===== config.mk =====
export PLATFORM = sky130hd
export DESIGN_NAME = dsss_despreader
export DESIGN_NICKNAME = d
export VERILOG_FILES = /design/src/rtl/dsss_pkg.sv /design/src/rtl/dsss_lock_det.sv /design/src/rtl/dsss_despreader.sv
export SDC_FILE = /design/constraint.sdc
export NUM_CORES = 1
export LEC_CHECK = 0
export CORE_MARGIN = 8
export CORE_UTILIZATION = 56
export DETAILED_ROUTE_END_ITERATION = 10
export PLACE_DENSITY = 0.82
export SLEW_MARGIN = 40
export SYNTH_ARGS = -nofsm -noshare
export SYNTH_HDL_FRONTEND = slang
export SYNTH_SLANG_ARGS = --single-unit

===== constraint.sdc =====
create_clock -name clk -period 4.6 [get_ports clk]
set_input_delay 0.92 -clock clk [delete_from_list [all_inputs] [get_ports clk]]
set_output_delay 0.92 -clock clk [all_outputs]
set_load 0.03 [all_outputs]

===== src/rtl/dsss_pkg.sv =====
// Shared defaults, accumulator width helper and FSM state type for the DSSS despreader.
package dsss_pkg;

    localparam int unsigned SF_DEF     = 7;
    localparam int unsigned THRESH_DEF = 5;
    localparam int unsigned LOCK_N_DEF = 2;

    // Signed width able to hold -sf..+sf.
    function automatic int unsigned acc_w(input int unsigned sf);
        return $clog2(sf + 1) + 1;
    endfunction

    typedef enum logic {
        IDLE  = 1'b0,
        ACCUM = 1'b1
    } state_e;

endpackage


===== src/rtl/dsss_lock_det.sv =====
// Lock hysteresis: lock toggles after LOCK_N consecutive graded bits that disagree with it.
module dsss_lock_det
    import dsss_pkg::*;
#(
    parameter  int unsigned LOCK_N = LOCK_N_DEF,
    localparam int unsigned RUN_W  = $clog2(LOCK_N + 1)
) (
    input  logic clk,
    input  logic rst,
    input  logic strobe_i,
    input  logic good_i,
    output logic lock_o
);

    localparam logic [RUN_W-1:0] RUN_LAST = RUN_W'(LOCK_N - 1);

    logic             lock_q, lock_d;
    logic [RUN_W-1:0] run_q, run_d;

    // A bit agreeing with the current lock state breaks any opposing run.
    always_comb begin
        lock_d = lock_q;
        run_d  = run_q;
        if (strobe_i) begin
            if (good_i == lock_q) begin
                run_d = '0;
            end else if (run_q == RUN_LAST) begin
                lock_d = ~lock_q;
                run_d  = '0;
            end else begin
                run_d = run_q + RUN_W'(1);
            end
        end
    end

    always_ff @(posedge clk) begin
        if (rst) begin
            lock_q <= 1'b0;
            run_q  <= '0;
        end else begin
            lock_q <= lock_d;
            run_q  <= run_d;
        end
    end

    assign lock_o = lock_q;

endmodule


===== src/rtl/dsss_despreader.sv =====
// DSSS chip correlator: integrates +/-1 per chip over one PN period and dumps a hard bit.
module dsss_despreader
    import dsss_pkg::*;
#(
    parameter  int unsigned SF     = SF_DEF,
    parameter  int unsigned THRESH = THRESH_DEF,
    parameter  int unsigned LOCK_N = LOCK_N_DEF,
    localparam int unsigned ACC_W  = acc_w(SF)
) (
    input  logic                    clk,
    input  logic                    rst,
    input  logic                    chip_valid,
    input  logic                    rx_chip,
    input  logic                    pn,
    input  logic                    sync,
    output logic                    bit_valid,
    output logic                    bit_out,
    output logic signed [ACC_W-1:0] corr,
    output logic                    lock
);

    localparam int unsigned CNT_W = $clog2(SF);
    localparam logic [CNT_W-1:0]        CNT_LAST = CNT_W'(SF - 1);
    localparam logic signed [ACC_W-1:0] PLUS_ONE = ACC_W'(1);
    localparam logic signed [ACC_W-1:0] MINUS_ONE = '1;

    state_e                  state_q, state_d;
    logic signed [ACC_W-1:0] acc_q, acc_d;
    logic        [CNT_W-1:0] cnt_q, cnt_d;
    logic                    bit_valid_q, bit_valid_d;
    logic                    bit_out_q, bit_out_d;
    logic signed [ACC_W-1:0] corr_q, corr_d;

    logic signed [ACC_W-1:0] step;
    logic signed [ACC_W-1:0] sum;
    logic                    dump;
    logic                    good;

    assign step = (rx_chip == pn) ? PLUS_ONE : MINUS_ONE;
    assign sum  = acc_q + step;
    assign good = (int'(sum) >= int'(THRESH)) || (int'(sum) <= -int'(THRESH));

    // The accumulator is zeroed at each dump, so chip 0 of a back-to-back bit
    // simply adds onto zero; sync always restarts with the current chip as chip 0.
    always_comb begin
        state_d     = state_q;
        acc_d       = acc_q;
        cnt_d       = cnt_q;
        bit_valid_d = 1'b0;
        bit_out_d   = bit_out_q;
        corr_d      = corr_q;
        dump        = 1'b0;
        if (chip_valid) begin
            if (sync) begin
                state_d = ACCUM;
                acc_d   = step;
                cnt_d   = CNT_W'(1);
            end else if (state_q == ACCUM) begin
                if (cnt_q == CNT_LAST) begin
                    dump        = 1'b1;
                    corr_d      = sum;
                    bit_out_d   = sum[ACC_W-1];
                    bit_valid_d = 1'b1;
                    acc_d       = '0;
                    cnt_d       = '0;
                end else begin
                    acc_d = sum;
                    cnt_d = cnt_q + CNT_W'(1);
                end
            end
        end
    end

    always_ff @(posedge clk) begin
        if (rst) begin
            state_q     <= IDLE;
            acc_q       <= '0;
            cnt_q       <= '0;
            bit_valid_q <= 1'b0;
            bit_out_q   <= 1'b0;
            corr_q      <= '0;
        end else begin
            state_q     <= state_d;
            acc_q       <= acc_d;
            cnt_q       <= cnt_d;
            bit_valid_q <= bit_valid_d;
            bit_out_q   <= bit_out_d;
            corr_q      <= corr_d;
        end
    end

    dsss_lock_det #(
        .LOCK_N(LOCK_N)
    ) u_lock_det (
        .clk      (clk),
        .rst      (rst),
        .strobe_i (dump),
        .good_i   (good),
        .lock_o   (lock)
    );

    assign bit_valid = bit_valid_q;
    assign bit_out   = bit_out_q;
    assign corr      = corr_q;

endmodule


; ---- Yosys cells after proc, flatten, opt, wreduce, memory -nomap -nowiden
; Index checks and enable logic that the tools add are counted.
[classes]
n_addsub = 3
order_cmp = 2
n_eq_ne = 4
n_mux = 13
bitwise_logic = 3
n_reduce_logical = 6
[ops]
columns = op, n
row1 = 4-bit two-way mux, 4
row2 = 3-bit two-way mux, 3
row3 = 4-bit adder, 1
row4 = 4-bit greater-or-equal comparator (second input constant), 1
row5 = 4-bit <= comparator (second input constant), 1
row6 = 1-bit two-way mux, 4
row7 = 2-bit two-way mux, 2
row8 = 2-bit AND reduction, 2
row9 = 4-bit AND reduction, 1
row10 = 3-bit by 1-bit adder with 3-bit output (second input constant), 1
row11 = 3-bit == test (second input constant), 1
row12 = 1-bit inverter, 3
row13 = 3-bit AND reduction, 1
row14 = 2-bit by 1-bit adder with 2-bit output (second input constant), 1
row15 = 1-bit == test, 2
row16 = 2-bit by 1-bit == test with 1-bit output (second input constant), 1
row17 = 2-bit nonzero test, 1
row18 = 1-bit logical OR, 1
[word_totals]
register_bits = 17
in_bits = 6
output_inout_bits = 7
elab_cells = 39

; ---- Depth between registers and ports, before layout
; Gate-level depths: netlist (run 1).
[depth]
depth_word = 8
depth_mapped = 8
mapped_depth_nobuf = 8

; ---- Cells and area by module
; A second synthesis (run 1) with hierarchy kept.
[unflattened]
cells_unflattened = 94
hier_area_um2 = 868.3
[modules_own_cells]
columns = module, n_inst, cells_per_inst, area_each_um2, seq_area_each_um2
row1 = dsss_despreader, 1, 80, 726.9, 260.2
row2 = dsss_lock_det, 1, 14, 141.4, 60.1

; ---- Worst setup path before layout (run 1)
; Ideal clock, no wire load.
[synth_path]
path_type = input to register
from = input pn
to = register u_lock_det.lock_q (netlist: u_lock_det.lock_o)
setup_ns = 0.091
arrival_ns = 2.756
t_required_ns = 4.509
setup_slack_ns = 1.753
stages = 7
path_buffers = 0
cell_sequence = xor2_1 ha_1 and3_1 or3_1 a221oi_2 nor2_1 a311oi_1
[synth_between]
elab_chain_cells = 8
elab_cells_between_ends = 9
cone_classes = 1 x add/sub / 2 x order compare / 2 x eq/ne / 1 x mux / 1 x bitwise / 2 x reduce/logical
[synth_rtl]
columns = element, line
row1 = "start, declared", dsss_despreader.sv:14  ; input logic pn,
row2 = 1-bit == test *, dsss_despreader.sv:39  ; assign step = (rx_chip == pn) ? PLUS_ONE : MINUS_ONE;
row3 = 4-bit two-way mux *, dsss_despreader.sv:39
row4 = 4-bit adder *, dsss_despreader.sv:40  ; assign sum = acc_q + step;
row5 = 4-bit greater-or-equal comparator or 4-bit <= comparator (tied branches), dsss_despreader.sv:41  ; assign good = (int'(sum) >= int'(THRESH)) || (int'(sum) <= -int'(THRESH));
row6 = 1-bit logical OR *, dsss_despreader.sv:41
row7 = 1-bit == test *, dsss_lock_det.sv:25  ; if (good_i == lock_q) begin
row8 = 1-bit inverter (no line) *, -
row9 = 3-bit AND reduction (no line) *, -
row10 = "end signal, assigned", dsss_lock_det.sv:41  ; lock_q <= lock_d;
row11 = "end, declared", dsss_lock_det.sv:17  ; logic lock_q, lock_d;
; Mark *: on every way between the ends. The rest lies on a longest branch, timed or not.
; A chain may end at the register's enable or synchronous reset.

; ---- Worst setup path in the final report (run 1)
; Ends and elaborated chain as after synthesis.

==> results by group, run 1 <==
Run status
  • Outcome: completed

Worst setup path
  • Worst Path Required: 4.80 ns
  • Worst-path maximum fanout: 5
  • Nature of the critical path endpoint: flip-flop
  • Crit path largest cell delay: 0.51 ns
  • Worst setup SP type: input pin
  • CP cell instances: clkdlybuf4s50_1 -> xor2_1 -> ha_1 -> and3_1 -> or3_1 -> a221oi_2 -> nor2_1 -> a311oi_1
  • Worst Setup Path Type: input pin to flip-flop
  • Crit path DAT: 3.51 ns
  • Worst path slowest cell: clkdlybuf4s50_1

Clock network
  • Root Buffer: clkbuf_4
  • Clock buffer depth: 2
  • H-tree levels: 1
  • CTS Sinks: 16
  • TritonCTS Buffers: 3
  • # resized after CTS: 0
  • Post-CTS setup buffers: 0
  • CTS clk-pin slew, worst paths: 0.09 ns
  • CTS tree: done
  • Hold Buf Count CTS: 0
  • Skew-Pair Late Insertion Delay: 0.29 ns

Final layout
  • Share of cells above drive strength 1: 7.826%
  • Final nets: 128
  • Antenna diodes: 0
  • Most common cell after layout, fill and taps aside: dfxtp_1
  • P&R area growth vs syn: 16.99%
  • Most frequent cells in the layout: dfxtp_1 (16), nor2_1 (15), clkdlybuf4s50_1 (12), nand2_1 (10), a21oi_1 (8)
  • # fillers: 120
  • Fin util: 70.35%

Detailed routing
  • Post-detailed-route DRC marker count: 0
  • Routed vias: 776
  • DRT Pass-1 Iters: 4
  • Via density per instance: 5.924
  • Avg WL per Cell: 13.17 um
  • DRT iter0 DRCs: 14
  • Routed WL: 1725 um
  • Post-DRT Antenna Nets: 0

Die
  • Die height: 56.22 um
  • # IOs: 13
  • Initial core utilization: 60.13%
  • Core area: 1506 um^2
  • # rows: 14
  • Die span in x: 56.22 um
  • Die area: 3161 um^2

Synth
  • Synth Net Count: 116
  • Synth unique cells: 36
  • Post-synthesis sequential area ratio: 35.36%
  • EDFF count, synth: 0
  • YS warnings: 0
  • Async SR Flop Fraction: 0%
  • Mapped Area: 905.9 um^2
  • Mean Syn Cell Area: 8.710 um^2
  • Post-Synthesis Cells: 104
  • Synth Register Bits: 16
  • Predominant post-synthesis flop cell: dfxtp_1

GRT
  • Grt total ovfl: 0
  • Initial antenna violation count: 0
  • Global-route wire length before repair: 3284 um
  • Vias in the first global route: 790
  • Gr usage total: 12.45%
  • Pin count of the biggest net entering global routing: 19

Placement
  • Final GP Congestion: 0.8352
  • I/O Buffers: 12
  • Post-DP HPWL: 1351 um

Power
  • Static Leakage: 0.4274 nW
  • Max VDD drop: 0.0002173 V
  • Overall power: 0.3061 mW
  • Power Dens Cells: 288.8 nW/um^2

Flow run
  • Maxcap violations: 0

Timing
  • Achievable frequency: 301.9 MHz
  • Setup_tns: 0 ns
  • Worst Skew: 0.005930 ns
  • Max-slew violations: 0
  • Max-slew headroom: 59.31%
  • Worst-margin pin slew: 0.6085 ns
  • Final Hold Fails: 0
  • Final setup fails: 0
  • Tcrit/Tclk final: 72.01%
  • RSZ-0062 raised after global routing: false
  • Crit path time final: 3.312 ns

Min path
  • HP Class: flip-flop to flip-flop
==> sequential cells by signal, summed over array words and instances, names as in the netlist <==
signal and cells:
corr 3, state_q 1, bit_out 1, u_lock_det.lock_o 1, acc_q 4, cnt_q 3, u_lock_det.run_q 2, bit_valid 1
==> cell type report <==
class	count	area [um^2]	area share, %
multi-input cells	80	551.8	52.07
inverters	3	11.26	1.063
clock buffers	4	36.28	3.424
repair buffers	12	120.1	11.33
flip-flops and latches	16	320.3	30.22
well taps	16	20.02	1.889
==> through the flow <==
stage	cells	hold WS (ns)	area, um^2	setup WS, ns
floorplan	104	0.4786	905.9	1.753
global placement	127	0.4416	1018	1.132
detailed placement	127	0.4500	1018	0.9807
CTS	131	0.4620	1055	1.290
global route	131	0.4944	1060	1.103
finish	131	0.4602	1060	1.288
==> report_power, final <==
group / internal (mW) / total (mW) / switching, mW
Clock: 0.0483 / 0.0924 / 0.0442
Combinational: 0.0283 / 0.0648 / 0.0366
Sequential: 0.143 / 0.149 / 0.00596
==> critical path, delay by kind of cell <==
| kind | cells | cell delay (ns) |
|---|---|---|
| compound gates | 2 | 0.62 |
| simple gates | 3 | 0.72 |
| xor+xnor | 1 | 0.38 |
| fa+ha+maj | 1 | 0.35 |
| buf+inv | 1 | 0.51 |
==> cell usage after synthesis (all sizes together) (2+ instances only) <==
cell     n  area share (%)
a21oi    8             4.4
inv      3             1.2
nor2b    2             1.4
and3     2             1.4
nand2   10             4.1
and2     2             1.4
nor2    15             6.2
ha       5             6.9
o211ai   2             2.2
buf      3             2.2
nand3b   4             4.7
or3      4             2.8
a211oi   4             3.3
o21ai    4             2.2
o21a     2             1.7
clkbuf   2            0.83
dfxtp   16              35
==> metal layers <==
metal  track usage [%]  part of all wire, %
met1             12.50                   44
met2             20.92                   48
met3             6.164                  6.6
met4             5.842                  1.6
met5                 0                    0
==> worst paths after layout <==
path	from	to	slack [ns]	cells after the start
hold reg to reg	corr[1]	corr[1]	0.46	2
setup / recovery	pn	u_lock_det.lock_o	1.29	8
setup reg to reg	acc_q[1]	u_lock_det.lock_o	2.48	6
hold / removal	corr[1]	corr[1]	0.46	2
==> cell families after synthesis <==
| family | share of synthesized area [%] |
|---|---|
| buffers and inverters | 4.281 |
| adder cells (fa/ha/maj) | 9.116 |
| AO/OA/AOI/OAI | 20.72 |
| XOR/XNOR | 4.558 |
| AND/OR/NAND/NOR | 25.97 |
| flip-flops | 35.36 |
No activity file was read; power rests on OpenSTA's default activity.
==> run 2: changes to the inputs <==
--- a/config.mk
+++ b/config.mk
@@ -6,9 +6,9 @@
 export NUM_CORES = 1
 export LEC_CHECK = 0
 export CORE_MARGIN = 8
-export CORE_UTILIZATION = 56
+export CORE_UTILIZATION = 47
 export DETAILED_ROUTE_END_ITERATION = 10
-export PLACE_DENSITY = 0.82
+export PLACE_DENSITY = 0.73
 export SLEW_MARGIN = 40
 export SYNTH_ARGS = -nofsm -noshare
 export SYNTH_HDL_FRONTEND = slang
==> constraint.sdc (replaced) <==
create_clock -name clk -period 3 [get_ports clk]
set_input_delay 0.6 -clock clk [delete_from_list [all_inputs] [get_ports clk]]
set_output_delay 0.6 -clock clk [all_outputs]
set_load 0.03 [all_outputs]
==> results by group, run 2 (synthesis gave the netlist of run 1 again) <==
Clock network
  • CTS Sinks: 16 (unchanged)
  • CTS clk-pin slew, worst paths: 0.10 ns (about the same)
  • TritonCTS Buffers: 3 (unchanged)
  • Skew-Pair Late Insertion Delay: 0.29 ns (about the same)
  • # resized after CTS: 0 (unchanged)
  • H-tree levels: 1 (unchanged)
  • CTS tree: done
  • Hold Buf Count CTS: 0 (unchanged)
  • Clock buffer depth: 2 (unchanged)
  • Root Buffer: clkbuf_4
  • Post-CTS setup buffers: 0 (unchanged)

Worst setup path
  • Nature of the critical path endpoint: flip-flop
  • Worst Path Required: 3.21 ns (-1.59 ns)
  • Reg-to-reg endpoint: u_lock_det.lock_o
  • Crit path DAT: 3.01 ns (-0.50 ns)
  • R2R cell count: 6 (unchanged)
  • Worst-path maximum fanout: 4 (-1)
  • Setup slack, reg-to-reg: 0.95 ns (-1.53 ns)
  • Critical R2R Launch: acc_q[1]
  • Worst Setup Path Type: input pin to flip-flop
  • Worst setup SP type: input pin

Power
  • Static Leakage: 0.4705 nW (+10%)
  • Max VDD drop: 0.0003464 V (+59%)
  • Power Dens Cells: 424.3 nW/um^2 (+47%)
  • Overall power: 0.4820 mW (+57%)

Timing
  • Final setup fails: 0 (unchanged)
  • RSZ-0062 raised after global routing: false
  • Max-slew headroom: 72.97% (+14 points)
  • Worst Skew: 0.003954 ns (-0.001976 ns)
  • Achievable frequency: 356.4 MHz
  • Max-slew violations: 0 (unchanged)
  • Hold slack final: 0.4589 ns (-0.001258 ns)
  • Final Hold Fails: 0 (unchanged)
  • Crit path time final: 2.806 ns
  • Tcrit/Tclk final: 93.54%
  • Worst-margin pin slew: 0.4026 ns (-0.2059 ns)
  • Setup_tns: 0 ns (unchanged)

Final layout
  • Antenna diodes: 0 (unchanged)
  • Most common cell after layout, fill and taps aside: dfxtp_1
  • Final nets: 137 (+7.0%)
  • Share of cells above drive strength 1: 13.71% (+5.9 points)
  • P&R area growth vs syn: 25.41%
  • Final Cell Area: 1136 um^2 (+7.2%)
  • Most frequent cells in the layout: dfxtp_1 (16), nor2_1 (15), clkdlybuf4s50_1 (12), nand2_1 (10), buf_4 (9)
  • Biggest register: acc_q
  • Number of flip-flops in the largest register: 4 (unchanged)
  • Fin util: 60.37% (-10 points)

Die
  • # rows: 16 (+2)
  • Initial core utilization: 48.14% (-12 points)
  • Die area: 3588 um^2 (+14%)
  • Core area: 1882 um^2 (+25%)
  • Die span in x: 59.90 um (+6.5%)
  • # IOs: 13 (unchanged)
  • Die height: 59.90 um (+6.5%)

GRT
  • Met1 Resource Use GR: 12.47% (-0.031 points)
  • Vias in the first global route: 788 (-0.25%)
  • Met3 Use GR: 5.376% (-0.79 points)
  • Pin count of the biggest net entering global routing: 19 (unchanged)
  • GR Util met2: 19.85% (-1.1 points)
  • GRT Max-Usage Layer: met2
  • Grt total ovfl: 0 (unchanged)
  • Initial antenna violation count: 0 (unchanged)
  • Global-route wire length before repair: 3243 um (-1.2%)
  • Gr usage total: 11.78% (-0.68 points)

Detailed routing
  • Via density per instance: 5.344 (-9.8%)
  • DRT Pass-1 Iters: 4 (unchanged)
  • DRT iter0 DRCs: 3 (-11)
  • Post-detailed-route DRC marker count: 0 (unchanged)
  • Routed vias: 807 (+4.0%)
  • Avg WL per Cell: 11.95 um (-9.2%)
  • Routed WL: 1805 um (+4.6%)
  • Post-DRT Antenna Nets: 0 (unchanged)

Min path
  • End of the worst hold path: corr[1]
  • HP Class: flip-flop to flip-flop
  • Min-delay src: corr[1]
  • Hold path depth: 2 (unchanged)

Placement
  • Post-DP HPWL: 1391 um (+3.0%)
  • Placed inst area: 1100 um^2 (+8.0%)
  • I/O Buffers: 12 (unchanged)
  • Final GP Congestion: 0.8414 (+0.74%)

Flow run
  • Maxcap violations: 0 (unchanged)

Run status
  • Outcome: completed
## run 2: cell count changes in the layout (fill, tap and decap cells not counted)
| cell | delta |
|---|---|
| nor3_1 | +1 |
| nor3_2 | -1 |
| buf_4 | +9 |
## run 2: layout make-up
| class | count | area [um^2] |
|---|---|---|
| tap | 27 | 33.78 |
| inverter | 3 | 11.26 |
| clock buffer | 4 | 36.28 |
| multi-input combinational | 80 | 546.8 |
| sequential | 16 | 320.3 |
| timing repair buffer | 21 | 187.7 |
| fill | 183 | 745.7 |
## run 2: through the flow
| stage | std cells | setup slack, ns |
|---|---|---|
| detailed placement | 147 | -0.1139 |
| global placement | 147 | -0.02407 |
| floorplan | 104 | 0.4728 |
| CTS | 151 | 0.1937 |
| finish | 151 | 0.1938 |
| global route | 151 | 0.06735 |
## run 2: routing by layer
layer  vias up  routed length (um)
met1       382                 817
met4         0                   0
met5         -                   0
li1        412                   -
met3         0                  90
met2        13                 897
## run 2: worst max path at each step
| stage | to | cells past startpoint | startpoint | slack [ns] |
|---|---|---|---|---|
| finish | u_lock_det.lock_o | 8 | rx_chip | 0.19 |
| CTS | u_lock_det.lock_o | 8 | rx_chip | 0.19 |
| global route | u_lock_det.lock_o | 8 | rx_chip | 0.07 |
| detailed placement | u_lock_det.lock_o | 8 | rx_chip | -0.11 |
| global placement | u_lock_det.lock_o | 8 | rx_chip | -0.02 |
| floorplan | u_lock_det.lock_o | 7 | pn | 0.47 |
## run 2: critical path: stages
cell and delay [ns]:
clkdlybuf4s50_1 0.49, xor2_1 0.30, ha_1 0.31, and3_1 0.18, or3_1 0.41, a221oi_2 0.34
nor2_1 0.12, a311oi_1 0.26
## run 2: power breakdown
part           internal [mW]  switching, mW
Clock                 0.0739         0.0696
Combinational         0.0534         0.0571
Sequential             0.219        0.00897
Total                  0.346          0.136
==> run 3: changes to the inputs <==
--- a/config.mk
+++ b/config.mk
@@ -6,9 +6,10 @@
 export NUM_CORES = 1
 export LEC_CHECK = 0
 export CORE_MARGIN = 8
-export CORE_UTILIZATION = 47
+export CORE_UTILIZATION = 45
+export CTS_CLUSTER_DIAMETER = 30
 export DETAILED_ROUTE_END_ITERATION = 10
-export PLACE_DENSITY = 0.73
+export PLACE_DENSITY = 0.76
 export SLEW_MARGIN = 40
 export SYNTH_ARGS = -nofsm -noshare
 export SYNTH_HDL_FRONTEND = slang
==> results by group, run 3 (synthesis gave the netlist of run 1 again) <==
Final layout
  • P&R area growth vs syn: 24.59%
  • # fillers: 186 (+1.6%)
  • Fin cells: 150 (-0.66%)
  • Fin util: 58.72% (-1.6 points)
  • Most common cell after layout, fill and taps aside: dfxtp_1
  • Final nets: 136 (-0.73%)
  • Antenna diodes: 0 (unchanged)
  • Number of flip-flops in the largest register: 4 (unchanged)
  • Biggest register: acc_q
  • Share of cells above drive strength 1: 13.01% (-0.70 points)
  • Most frequent cells in the layout: dfxtp_1 (16), nor2_1 (15), clkdlybuf4s50_1 (12), nand2_1 (10)

GRT
  • Pin count of the biggest net entering global routing: 19 (unchanged)
  • Vias in the first global route: 738 (-6.3%)
  • Met3 Use GR: 4.873% (-0.50 points)
  • Met1 Resource Use GR: 10.88% (-1.6 points)
  • Initial antenna violation count: 0 (unchanged)
  • Grt total ovfl: 0 (unchanged)
  • GR Util met2: 19.91% (+0.063 points)
  • GRT Max-Usage Layer: met2
  • Global-route wire length before repair: 3077 um (-5.1%)
  • Gr usage total: 11.00% (-0.77 points)

Flow run
  • Maxcap violations: 0 (unchanged)

Min path
  • Hold path depth: 2 (unchanged)
  • HP Class: flip-flop to flip-flop

Clock network
  • TritonCTS Buffers: 3 (unchanged)
  • Skew-Pair Late Insertion Delay: 0.29 ns (about the same)
  • Post-CTS setup buffers: 0 (unchanged)
  • CTS tree: done
  • Hold Buf Count CTS: 0 (unchanged)
  • CTS Sinks: 16 (unchanged)
  • Root Buffer: clkbuf_4
  • # resized after CTS: 0 (unchanged)
  • CTS clk-pin slew, worst paths: 0.08 ns (-0.02 ns)
  • H-tree levels: 1 (unchanged)
  • Clock buffer depth: 2 (unchanged)

Worst setup path
  • R2R cell count: 6 (unchanged)
  • Crit path DAT: 3.07 ns (+0.06 ns)
  • Worst Setup Path Type: input pin to flip-flop
  • Worst setup SP type: input pin
  • Worst-path maximum fanout: 4 (unchanged)
  • Worst Path Required: 3.20 ns (about the same)
  • Nature of the critical path endpoint: flip-flop

Timing
  • Crit path time final: 2.869 ns (+0.06328 ns)
  • Setup_tns: 0 ns (unchanged)
  • Worst-margin pin slew: 0.3944 ns (-0.008250 ns)
  • Hold slack final: 0.4719 ns (+0.01294 ns)
  • Max-slew headroom: 73.52% (+0.55 points)
  • Tcrit/Tclk final: 95.65% (+2.1 points)
  • Max-slew violations: 0 (unchanged)
  • Final Hold Fails: 0 (unchanged)
  • RSZ-0062 raised after global routing: false
  • Final setup fails: 0 (unchanged)
  • Worst Skew: 0.01083 ns (+0.006871 ns)
  • Achievable frequency: 348.5 MHz (-2.2%)

Die
  • Die height: 60.87 um (+1.6%)
  • Die span in x: 60.87 um (+1.6%)
  • # rows: 16 (unchanged)
  • Initial core utilization: 47.14% (-1.0 points)
  • Core area: 1922 um^2 (+2.1%)
  • # IOs: 13 (unchanged)
  • Die area: 3705 um^2 (+3.2%)

Placement
  • I/O Buffers: 12 (unchanged)
  • Post-DP HPWL: 1508 um (+8.4%)
  • Final GP Congestion: 0.7945 (-5.6%)
  • Placed insts: 146 (-0.68%)

Detailed routing
  • Via density per instance: 5.247 (-1.8%)
  • Post-DRT Antenna Nets: 0 (unchanged)
  • Routed vias: 787 (-2.5%)
  • Routed WL: 1887 um (+4.5%)
  • Avg WL per Cell: 12.58 um (+5.2%)
  • DRT iter0 DRCs: 8 (+5)
  • Post-detailed-route DRC marker count: 0 (unchanged)
  • DRT Pass-1 Iters: 3 (-1)

Power
  • Static Leakage: 0.4657 nW (-1.0%)
  • Max VDD drop: 0.0003583 V (+3.4%)
  • Power Dens Cells: 426.7 nW/um^2 (+0.57%)

Run status
  • Outcome: completed
run 3: cell types whose count changed in the layout (fill, tap and decap cells not counted), sizes merged:
| cell | change |
|---|---|
| buf | -1 |
run 3: layer usage:
metal  up-vias  share of wire [%]
met4         0                  0
met5         -                  0
met1       362                 44
met2        14                 50
met3         0                6.0
li1        411                  -
run 3: final timing paths:
kind,to,from,slack [ns]
hold reg to reg,corr[1],corr[1],0.47
setup / recovery,u_lock_det.lock_o,rx_chip,0.13
hold / removal,corr[1],corr[1],0.47
setup reg to reg,u_lock_det.lock_o,acc_q[2],0.90
run 3: final cells by class:
| class | count | area, um^2 | share of cell area [%] |
|---|---|---|---|
| Sequential cell | 16 | 320.3 | 28.38 |
| Clock buffer | 4 | 36.28 | 3.215 |
| Inverter | 3 | 11.26 | 0.9978 |
| Timing Repair Buffer | 20 | 180.2 | 15.96 |
| Multi-Input combinational cell | 80 | 546.8 | 48.45 |
| Tap cell | 27 | 33.78 | 2.993 |
run 3: worst max-delay path: stages:
cell	delay, ns
clkdlybuf4s50_1	0.50
xor2_1	0.32
ha_1	0.30
and3_1	0.20
or3_1	0.42
a221oi_2	0.35
nor2_1	0.13
a311oi_1	0.26
run 3: metrics by stage:
stage	power (mW)	worst slack [ns]	area, um^2
after floorplan	0.3049	0.4728	905.9
after global placement	0.3384	-0.02476	1092
after detailed placement	0.3449	-0.1725	1092
after CTS	0.4870	0.1295	1129
after global routing	0.5083	0.03545	1129
final	0.4816	0.1305	1129
run 3: where the power goes:
group          internal (mW)  switching (mW)
registers              0.219         0.00935
clock network         0.0739          0.0676
logic                 0.0528          0.0589
